## config.mk

```make
export PLATFORM = sky130hd
export DESIGN_NAME = mem_arbiter
export DESIGN_NICKNAME = d
export VERILOG_FILES = /design/src/rtl/mem_arbiter.sv
export SDC_FILE = /design/constraint.sdc
export NUM_CORES = 1
export LEC_CHECK = 0
export ABC_AREA = 0
export CAP_MARGIN = 20
export CORE_MARGIN = 3
export CORE_UTILIZATION = 30
export DETAILED_ROUTE_END_ITERATION = 12
export GPL_ROUTABILITY_DRIVEN = 0
export PLACE_DENSITY = 0.63
export SYNTH_ARGS = -nofsm -noshare
export SYNTH_HDL_FRONTEND = slang
export SYNTH_SLANG_ARGS = --single-unit
export TNS_END_PERCENT = 1
```

## constraint.sdc

```tcl
create_clock -name i_clk -period 2.4 [get_ports i_clk]
set_clock_uncertainty 0.15 [all_clocks]
set_input_delay 0.48 -clock i_clk [delete_from_list [all_inputs] [get_ports i_clk]]
set_output_delay 0.48 -clock i_clk [all_outputs]
set_load 0.02 [all_outputs]
```

## src/rtl/mem_arbiter.sv

```systemverilog
// mem_arbiter: shares one memory controller port between data (port 0)
// and fetch (port 1) requesters with a starvation guard and timeout.
// Ports: i_clk/i_rst (sync active-low); per-port i_req_x/i_addr_x
// (+ i_wdata_0/i_we_0), o_gnt_x/o_valid_x/o_rdata_x/o_err_x/o_stall_x;
// memory side o_mem_req/addr/wdata/we, i_mem_ready/i_mem_rdata.
module mem_arbiter #(
  parameter int MAX_DATA_RUN = 4,
  parameter int TIMEOUT      = 255
) (
  input  logic        i_clk,
  input  logic        i_rst,
  input  logic        i_req_0,
  input  logic [31:0] i_addr_0,
  input  logic [31:0] i_wdata_0,
  input  logic        i_we_0,
  output logic        o_gnt_0,
  output logic        o_valid_0,
  output logic [31:0] o_rdata_0,
  output logic        o_err_0,
  output logic        o_stall_0,
  input  logic        i_req_1,
  input  logic [31:0] i_addr_1,
  output logic        o_gnt_1,
  output logic        o_valid_1,
  output logic [31:0] o_rdata_1,
  output logic        o_err_1,
  output logic        o_stall_1,
  output logic        o_mem_req,
  output logic [31:0] o_mem_addr,
  output logic [31:0] o_mem_wdata,
  output logic        o_mem_we,
  input  logic        i_mem_ready,
  input  logic [31:0] i_mem_rdata
);

  typedef enum logic [2:0] {
    S_IDLE, S_BUSY_0, S_BUSY_1, S_RESP_0, S_RESP_1
  } state_t;

  localparam logic [3:0] RUN_MAX  = 4'(MAX_DATA_RUN);
  localparam bit         TMO_EN   = (TIMEOUT != 0);
  localparam logic [7:0] TMO_LAST =
    8'((TIMEOUT == 0) ? 0 : TIMEOUT - 1);

  state_t      r_state;
  state_t      w_state_nxt;
  logic        w_gnt_0;
  logic        w_gnt_1;
  logic        w_done;
  logic        w_tmo;
  logic        w_tmo_hit;
  logic        w_busy_0;
  logic        w_busy_1;
  logic [3:0]  r_run;
  logic [7:0]  r_tmo;
  logic        r_gnt_0;
  logic        r_gnt_1;
  logic        r_valid_0;
  logic        r_valid_1;
  logic        r_err_0;
  logic        r_err_1;
  logic [31:0] r_rdata_0;
  logic [31:0] r_rdata_1;
  logic        r_mem_req;
  logic [31:0] r_mem_addr;
  logic [31:0] r_mem_wdata;
  logic        r_mem_we;

  assign w_busy_0  = (r_state == S_BUSY_0);
  assign w_busy_1  = (r_state == S_BUSY_1);
  assign w_tmo_hit = TMO_EN && (r_tmo == TMO_LAST);

  always_ff @(posedge i_clk) begin
    if (!i_rst) r_state <= S_IDLE;
    else        r_state <= w_state_nxt;
  end

  always_comb begin
    w_state_nxt = r_state;
    w_gnt_0     = 1'b0;
    w_gnt_1     = 1'b0;
    w_done      = 1'b0;
    w_tmo       = 1'b0;
    unique case (r_state)
      S_IDLE: begin
        // Port 0 wins ties until it has used up its run budget.
        if (i_req_0 && (!i_req_1 || r_run != RUN_MAX)) begin
          w_gnt_0     = 1'b1;
          w_state_nxt = S_BUSY_0;
        end else if (i_req_1) begin
          w_gnt_1     = 1'b1;
          w_state_nxt = S_BUSY_1;
        end
      end
      S_BUSY_0, S_BUSY_1: begin
        if (i_mem_ready)    w_done = 1'b1;
        else if (w_tmo_hit) w_tmo  = 1'b1;
        if (w_done || w_tmo)
          w_state_nxt = w_busy_0 ? S_RESP_0 : S_RESP_1;
      end
      S_RESP_0, S_RESP_1: w_state_nxt = S_IDLE;
      default:            w_state_nxt = S_IDLE;
    endcase
  end

  always_ff @(posedge i_clk) begin
    if (!i_rst) begin
      r_gnt_0     <= 1'b0;
      r_gnt_1     <= 1'b0;
      r_valid_0   <= 1'b0;
      r_valid_1   <= 1'b0;
      r_err_0     <= 1'b0;
      r_err_1     <= 1'b0;
      r_rdata_0   <= '0;
      r_rdata_1   <= '0;
      r_mem_req   <= 1'b0;
      r_mem_addr  <= '0;
      r_mem_wdata <= '0;
      r_mem_we    <= 1'b0;
      r_run       <= '0;
      r_tmo       <= '0;
    end else begin
      r_gnt_0   <= w_gnt_0;
      r_gnt_1   <= w_gnt_1;
      r_valid_0 <= (w_done | w_tmo) & w_busy_0;
      r_valid_1 <= (w_done | w_tmo) & w_busy_1;
      r_err_0   <= w_tmo & w_busy_0;
      r_err_1   <= w_tmo & w_busy_1;
      if (w_done && w_busy_0 && !r_mem_we)
        r_rdata_0 <= i_mem_rdata;
      if (w_done && w_busy_1)
        r_rdata_1 <= i_mem_rdata;
      if (w_gnt_0) begin
        r_mem_req   <= 1'b1;
        r_mem_addr  <= i_addr_0;
        r_mem_wdata <= i_wdata_0;
        r_mem_we    <= i_we_0;
        r_tmo       <= '0;
      end else if (w_gnt_1) begin
        r_mem_req   <= 1'b1;
        r_mem_addr  <= i_addr_1;
        r_mem_wdata <= '0;
        r_mem_we    <= 1'b0;
        r_tmo       <= '0;
      end else if (w_done || w_tmo) begin
        r_mem_req <= 1'b0;
      end else if (w_busy_0 || w_busy_1) begin
        r_tmo <= r_tmo + 8'd1;
      end
      if (w_gnt_0) begin
        if (!i_req_1)
          r_run <= '0;
        else if (r_run < RUN_MAX)
          r_run <= r_run + 4'd1;
      end else if (w_gnt_1) begin
        r_run <= '0;
      end
    end
  end

  assign o_gnt_0     = r_gnt_0;
  assign o_gnt_1     = r_gnt_1;
  assign o_valid_0   = r_valid_0;
  assign o_valid_1   = r_valid_1;
  assign o_err_0     = r_err_0;
  assign o_err_1     = r_err_1;
  assign o_rdata_0   = r_rdata_0;
  assign o_rdata_1   = r_rdata_1;
  assign o_mem_req   = r_mem_req;
  assign o_mem_addr  = r_mem_addr;
  assign o_mem_wdata = r_mem_wdata;
  assign o_mem_we    = r_mem_we;
  assign o_stall_0   = i_req_0 & ~r_valid_0;
  assign o_stall_1   = i_req_1 & ~r_valid_1;

endmodule
```

==> results.cfg, run 1 <==
[run_status]
outcome = finished, final reports clean

[clocking]
root_buffer = clkbuf_16
cts.repair.resized = 0
postCtsSetupBuffers = 0
clock_latency_ns = 0.42
clkSinkCount = 151
clock_path_buffers = 2
ctsHoldBuffers = 0
cts_max_level = 4
clkTransAtPathRegs_ns = 0.06
cts_inserted_buffers = 17
cts_tree = done

[worst_setup_path]
crit_path_start = i_req_1
critPathKind = in2out
end_kind = output pin
rr_endpoint = r_state[0]
critical_path.startpoint_type = input pin
required_ns = 1.77
regToRegSetupSlack_ns = 0.38
critPathArrivalTime_ns = 1.71
reg2regPathDepth = 5
critPathCapture = o_stall_1
r2r-start = r_tmo[1]
path_max_fanout = 2

[power_and_ir_drop]
peakVddDrop_mv = 0.4871
powerDensity_nw_per_um2 = 835.9
p_total_mw = 7.737
leakage_nw = 3.319

[detailed_routing]
wl_per_cell_um = 15.36
drc = 0
post_drt_via_cell_ratio = 4.766
vias = 5533
drt_pre_antenna_iters = 4
drtAntennaViolNets = 0
drt_iter0_drc = 264
wl_mm = 17.83

[finish]
multi_input_area_um2 = 2318
final_nets = 1057
fillers = 1693
drive_gt1_share_pct = 6.867
regArea_um2 = 3023
syn2layout_area_growth_pct = 66.25
n_antenna_cell = 0
final_cell_mix = 271 x clkdlybuf4s50_1, 151 x dfxtp_1, 137 x nand2_1
final_common_cell = clkdlybuf4s50_1
stdcell_area_um2 = 9256

[logic_synthesis]
ys_types = 45
syn_nets = 797
synth_top_cell_by_area = dfxtp_1
synthCells = 659
synth-edff-count = 0
ys_ff_latch = 151
synth.area.top_cells = dfxtp_1 54%, nand2_1 9.2%, a21oi_1 6.7%
synth_flop_cell = dfxtp_1
yosysWarnings = 0
async_reset_ff_share_pct = 0
synth_top_area_share_pct = 54.29
synth_area_um2 = 5568
syn_area_per_cell_um2 = 8.449
ys_seq_area_share_pct = 54.29

[sta]
maxSlewViolCount = 0
setup_tns_ns = 0
hold_viol = 0
rsz0062_at_grt = no
slew-limit-headroom_pct = 51.59
worst_slew_pin_slew_ns = 0.7235
fmax_mhz = 427.4
setup_violations = 0
layout_min_cycle_time_ns = 2.340
post-route-period-util_pct = 97.49

[floorplan]
start_util_pct = 30.79
fp.dieH_um = 142.2
ioPinCount = 272
die_x_um = 142.2
dieArea_um2 = 20230
fp-row-count = 49
core_area_um2 = 18090

[grt]
track_usage_pct = 16.70
grt_max_degree = 69
grt_pass1_vias = 5256
grt_pass1_wl_mm = 27.17
gr-total-overflow = 0
grt_antenna_before_repair = 0

[job]
max_cap_viol_count = 0

[place]
place_area_um2 = 8641
io_buffers = 271
dp.final_hpwl_mm = 12.29

[worst_hold_path]
hp-class = reg2reg
[where the power goes]
part | total, mW | internal [mW] | switching, mW
Combinational | 2.02 | 0.957 | 1.06
Clock | 2.81 | 1.67 | 1.14
Sequential | 2.91 | 2.77 | 0.137
[stage by stage]
step                cells  utilization [%]  hold slack, ns  setup WS, ns
global route         1161            51.18          0.3206       0.01370
CTS                  1161            51.18          0.3036       0.05707
floorplan             659                -          0.2861        0.5141
finish               1161            51.18          0.3018       0.06034
global placement     1129            47.78          0.2902       0.06348
detailed placement   1129            47.78          0.2953       0.05710
[worst max-delay path: stages]
cell and delay, ns:
clkdlybuf4s50_1 0.48, nor2b_1 0.14, clkdlybuf4s50_1 0.61
[final cells by class]
class	instances	area share [%]
clock buffer	18	4.636
clock inverter	14	2.014
inverter	6	0.2433
multi-input combinational	450	25.05
sequential	151	32.66
tap	229	3.095
timing repair buffer	293	32.31
[per-layer routing]
layer  wire [um]  vias up  global-route usage (%)
met5           0        -                       0
met4         361        0                   6.010
met3        1374       22                   5.007
met2        8607      214                   28.35
met1        7490     2503                   20.05
li1            -     2794                       -
[state kept, by name, summed over array words and instances (netlist names), 3 cells and up]
name,cells
o_mem_addr,32
o_mem_wdata,32
o_rdata_0,32
o_rdata_1,32
r_run,4
r_state,3
r_tmo,8
[cell families (layout without fill, tap and decap cells)]
family,after synthesis,count (layout),share of synthesized area [%]
DFF,151,151,54.29
muxes,1,1,0.1798
buffers and inverters,58,331,4.427
and+or+nand+nor,287,287,22.90
adders and majority gates,4,4,0.8989
AOI/OAI and AO/OA,157,157,17.15
xor gates and xnor gates,1,1,0.1573
[how the worst min path moves through the flow]
stage | startpoint | slack (ns) | cells past startpoint | end
after detailed placement | o_rdata_1[25] | 0.30 | 2 | o_rdata_1[25]
after CTS | o_rdata_1[25] | 0.30 | 2 | o_rdata_1[25]
after global placement | o_rdata_1[25] | 0.29 | 2 | o_rdata_1[25]
after global routing | o_rdata_0[16] | 0.32 | 2 | o_rdata_0[16]
final | o_rdata_0[4] | 0.30 | 2 | o_rdata_0[4]
after floorplan | r_run[3] | 0.29 | 2 | r_run[3]
[cells in the mapped netlist, drive strengths merged, types with 2 or more instances]
| master | count |
|---|---|
| dfxtp | 151 |
| nand2 | 137 |
| a21oi | 74 |
| nor3 | 68 |
| nor2 | 45 |
| clkbuf | 41 |
| o21ai | 36 |
| a22o | 33 |
| buf | 11 |
| nand3 | 9 |
| inv | 5 |
| or4 | 5 |
| ha | 4 |
| or3 | 4 |
| nand2b | 3 |
| nand4 | 3 |
| nor2b | 3 |
| o31ai | 3 |
| nand4b | 2 |
| o221ai | 2 |
| o41ai | 2 |
| or2 | 2 |
(Power assumes the default switching activity.)
==> run 2, diff against run 1 <==
clock period = 2.72 ns   (was 2.4 ns; I/O delays follow)
==> run 2 against run 1 <==
  * Flip-flop and latch count stayed put
  * Via count rose by 0.20%
  * Clock power down 16%
  * Sequential power shrank 11%
  * Hold slack got worse by 0.0015 ns
  * Clock-buffer cell count is 1 higher
  * Core utilization decreased by 0.59 points
  * First-iteration DRC count did not move
  * Combinational power decreased by 14%
  * Worst setup slack better by 0.21 ns
  * Sequential share of layout area up 0.38 points
  * Global-route usage rose by 0.46 points
  * Critical path type unchanged
  * Highest routed layer unchanged
==> results.cfg, run 2 (synthesized netlist as in run 1, its figures left out) <==
[run_status]
outcome = finished, final reports clean

[clocking]
root_buffer = clkbuf_16
clkTransAtPathRegs_ns = 0.06
clock_path_buffers = 2
ctsHoldBuffers = 0
cts_inserted_buffers = 17
clock_latency_ns = 0.42
cts_max_level = 4
clkSinkCount = 151
cts_tree = done
cts.repair.resized = 0
postCtsSetupBuffers = 0

[sta]
setup_violations = 0
post-route-period-util_pct = 89.99
slew-limit-headroom_pct = 55.60
setup_tns_ns = 0
hold_viol = 0
layout_min_cycle_time_ns = 2.448
fmax_mhz = 408.6
maxSlewViolCount = 0
worst_slew_pin_slew_ns = 0.6636
rsz0062_at_grt = no

[detailed_routing]
wl_per_cell_um = 15.54
drt_pre_antenna_iters = 4
vias = 5544
drtAntennaViolNets = 0
post_drt_via_cell_ratio = 4.800
drc = 0
wl_mm = 17.95
drt_iter0_drc = 264

[floorplan]
fp.dieH_um = 142.2
dieArea_um2 = 20230
core_area_um2 = 18090
start_util_pct = 30.79
die_x_um = 142.2
ioPinCount = 272
fp-row-count = 49

[grt]
track_usage_pct = 17.16
grt_max_degree = 42
grt_pass1_vias = 5299
gr-total-overflow = 0
grt_pass1_wl_mm = 27.83
grt_antenna_before_repair = 0

[worst_setup_path]
reg2regPathDepth = 4
r2r-start = r_state[0]
rr_endpoint = r_tmo[7]
end_kind = output pin
critical_path.startpoint_type = input pin
required_ns = 2.03
path_max_fanout = 2
critPathKind = in2out
regToRegSetupSlack_ns = 0.67
critPathArrivalTime_ns = 1.75

[finish]
final_util_pct = 50.58
n_antenna_cell = 0
regArea_um2 = 3023
fillers = 1715
syn2layout_area_growth_pct = 64.31
multi_input_area_um2 = 2318
drive_gt1_share_pct = 6.263
final_cell_mix = 271 x clkdlybuf4s50_1, 151 x dfxtp_1, 137 x nand2_1
final_common_cell = clkdlybuf4s50_1
final_nets = 1051

[worst_hold_path]
hold_end = o_rdata_0[22]
min-delay-start = o_rdata_0[22]
whs_path_depth = 2
hp-class = reg2reg

[power_and_ir_drop]
peakVddDrop_mv = 0.3805
p_total_mw = 6.682
leakage_nw = 3.267
powerDensity_nw_per_um2 = 730.3

[job]
max_cap_viol_count = 0

[place]
dp.final_hpwl_mm = 12.43
io_buffers = 271
-- run 2: cell count changes in the layout (fill, tap and decap cells not counted), sizes merged --
cell | previous run | this run
clkbuf | 18 | 19
inv | 13 | 8
clkinvlp | 1 | 0
buf | 22 | 16
bufinv | 3 | 2
clkinv | 3 | 9
-- run 2: final cells by class --
cell class	instances	share of cell area (%)
Clock buffer	19	4.841
Inverter	6	0.2462
Sequential cell	151	33.04
Tap cell	229	3.132
Multi-Input combinational cell	450	25.34
Clock inverter	13	1.614
Timing Repair Buffer	287	31.78
-- run 2: worst max-delay path by stage --
stage	start	end	slack, ns	depth (start not counted)
after floorplan	i_req_1	o_mem_addr[30]	0.80	7
after global placement	i_req_1	o_stall_1	0.26	3
after detailed placement	i_mem_ready	o_rdata_1[25]	0.21	6
after CTS	i_req_1	o_stall_1	0.27	3
after global routing	i_req_1	o_stall_1	0.21	3
final	i_req_1	o_stall_1	0.27	3
-- run 2: power breakdown --
part	switching (mW)	leakage, nW	internal (mW)	total (mW)
clock	0.972	0.293	1.39	2.36
combinational	0.927	1.74	0.817	1.74
sequential	0.130	1.23	2.45	2.58
-- run 2: metrics by stage --
stage,cells,worst slack (ns),hold WS (ns),cell area (um^2)
after floorplan,659,0.8003,0.2861,5568
after global placement,1123,0.2615,0.2907,8558
after detailed placement,1123,0.2097,0.2956,8558
after CTS,1155,0.2671,0.3049,9149
after global routing,1155,0.2124,0.3177,9149
final,1155,0.2723,0.3003,9149
-- run 2: worst max-delay path: stages --
cell,delay [ns]
clkdlybuf4s50_1,0.48
nor2b_1,0.13
clkdlybuf4s50_1,0.60
-- run 2: layer usage --
layer	wire length [um]	global-route usage [%]	up-vias
li1	-	-	2782
met1	7743	21.07	2571
met2	8661	28.67	176
met3	1247	5.578	15
met4	297	5.354	0
met5	0	0	-
==> run 3, diff against run 2 <==
ABC_CLOCK_PERIOD_IN_PS = 3010   (was not set)
clock period = 3.01 ns   (was 2.72 ns; I/O delays follow)
==> run 3 against run 2 <==
  * Die area stayed put
  * Register-to-register slack better by 0.25 ns
  * Critical path depth unchanged
  * Worst setup slack better by 0.17 ns
  * Critical path type unchanged
==> results.cfg, run 3 (synthesized netlist as in run 1, its figures left out) <==
[power_and_ir_drop]
p_switching_mw = 1.855
p_total_mw = 6.035
seqPwrFrac_pct = 38.6
power_frac_clock_pct = 36.0
powerDensity_nw_per_um2 = 663.7
swShare_pct = 30.73
p_int_mw = 4.180
peakVddDrop_mv = 0.3667
leakage_nw = 3.243
power_frac_comb_pct = 25.4

[clocking]
clkSinkCount = 151
cts_max_level = 4
clock_latency_ns = 0.42
clkTransAtPathRegs_ns = 0.06
cts_tree = done
clock_path_buffers = 2
postCtsSetupBuffers = 0
cts_inserted_buffers = 17
ctsHoldBuffers = 0
cts.repair.resized = 0
root_buffer = clkbuf_16

[grt]
grt_max_degree = 67
track_usage_pct = 17.30
grt_pass1_wl_mm = 27.97
grt_antenna_before_repair = 0
gr-total-overflow = 0
grt_pass1_vias = 5229

[sta]
hold_viol = 0
setup_violations = 0
slew-limit-headroom_pct = 47.45
maxSlewViolCount = 0
worst_slew_pin_slew_ns = 0.7853
layout_min_cycle_time_ns = 2.571
holdWs_ns = 0.3017
fmax_mhz = 388.9
rsz0062_at_grt = no
post-route-period-util_pct = 85.42
setup_tns_ns = 0

[finish]
final_util_pct = 50.27
syn2layout_area_growth_pct = 63.30
final_nets = 1052
n_antenna_cell = 0
stdcell_area_um2 = 9092
final_cell_mix = 271 x clkdlybuf4s50_1, 151 x dfxtp_1, 137 x nand2_1
drive_gt1_share_pct = 6.472
final_common_cell = clkdlybuf4s50_1

[place]
dp.final_hpwl_mm = 12.43
place_area_um2 = 8491
io_buffers = 271

[floorplan]
core_area_um2 = 18090
ioPinCount = 272
dieArea_um2 = 20230
start_util_pct = 30.79
fp-row-count = 49
die_x_um = 142.2
fp.dieH_um = 142.2

[worst_setup_path]
crit_path_start = i_req_1
required_ns = 2.26
path_max_fanout = 2
regToRegSetupSlack_ns = 0.92
r2r-start = r_tmo[1]
critPathArrivalTime_ns = 1.82
critical_path.startpoint_type = input pin
end_kind = output pin
rr_endpoint = r_state[0]
critPathKind = in2out
reg2regPathDepth = 5

[detailed_routing]
drc = 0
vias = 5632
drtAntennaViolNets = 0
wl_per_cell_um = 15.53
drt_iter0_drc = 284
drt_pre_antenna_iters = 4
wl_mm = 17.96
post_drt_via_cell_ratio = 4.872

[worst_hold_path]
hp-class = reg2reg
hold_end = o_rdata_1[29]
whs_path_depth = 2
min-delay-start = o_rdata_1[29]

[job]
max_cap_viol_count = 0

[run_status]
outcome = finished, final reports clean
## run 3: worst max-delay path by stage
stage	end	slack, ns	cells after the start
finish	o_stall_1	0.44	3
global route	o_stall_0	0.40	3
CTS	o_stall_1	0.44	3
floorplan	o_mem_addr[30]	1.03	7
detailed placement	o_rdata_1[30]	0.43	5
global placement	o_rdata_1[28]	0.44	5
## run 3: area by class of cell
cell class | count | area (um^2)
fillers | 1733 | 8994
clock inverters | 14 | 162.7
inverters | 6 | 22.52
clock buffers | 18 | 439.2
well taps | 229 | 286.5
flip-flops and latches | 151 | 3023
repair buffers | 288 | 2840
multi-input cells | 450 | 2318
## run 3: per-layer routing
metal	global-route usage, %	up-vias	share of wire [%]
met3	5.578	19	7.7
met5	0	-	0
li1	-	2791	-
met1	21.49	2626	42
met2	28.57	196	48
met4	5.505	0	1.7
## run 3: critical path: stages
cell             delay, ns
clkdlybuf4s50_1       0.48
nor2b_1               0.13
clkdlybuf4s50_1       0.61
## run 3: power groups by stage
stage | clock network, mW | logic (mW) | registers [mW]
4_1_cts | 2.24 | 1.55 | 2.33
3_3_place_gp | 0 | 1.55 | 2.36
2_1_floorplan | 0 | 0.547 | 2.60
3_5_place_dp | 0 | 1.54 | 2.37
5_1_grt | 2.31 | 1.66 | 2.36
6_report | 2.17 | 1.53 | 2.33
## run 3: through the flow
| stage | setup WS [ns] | instances |
|---|---|---|
| detailed placement | 0.4281 | 1124 |
| finish | 0.4387 | 1156 |
| floorplan | 1.032 | 659 |
| global placement | 0.4360 | 1124 |
| global route | 0.3958 | 1156 |
| CTS | 0.4361 | 1156 |
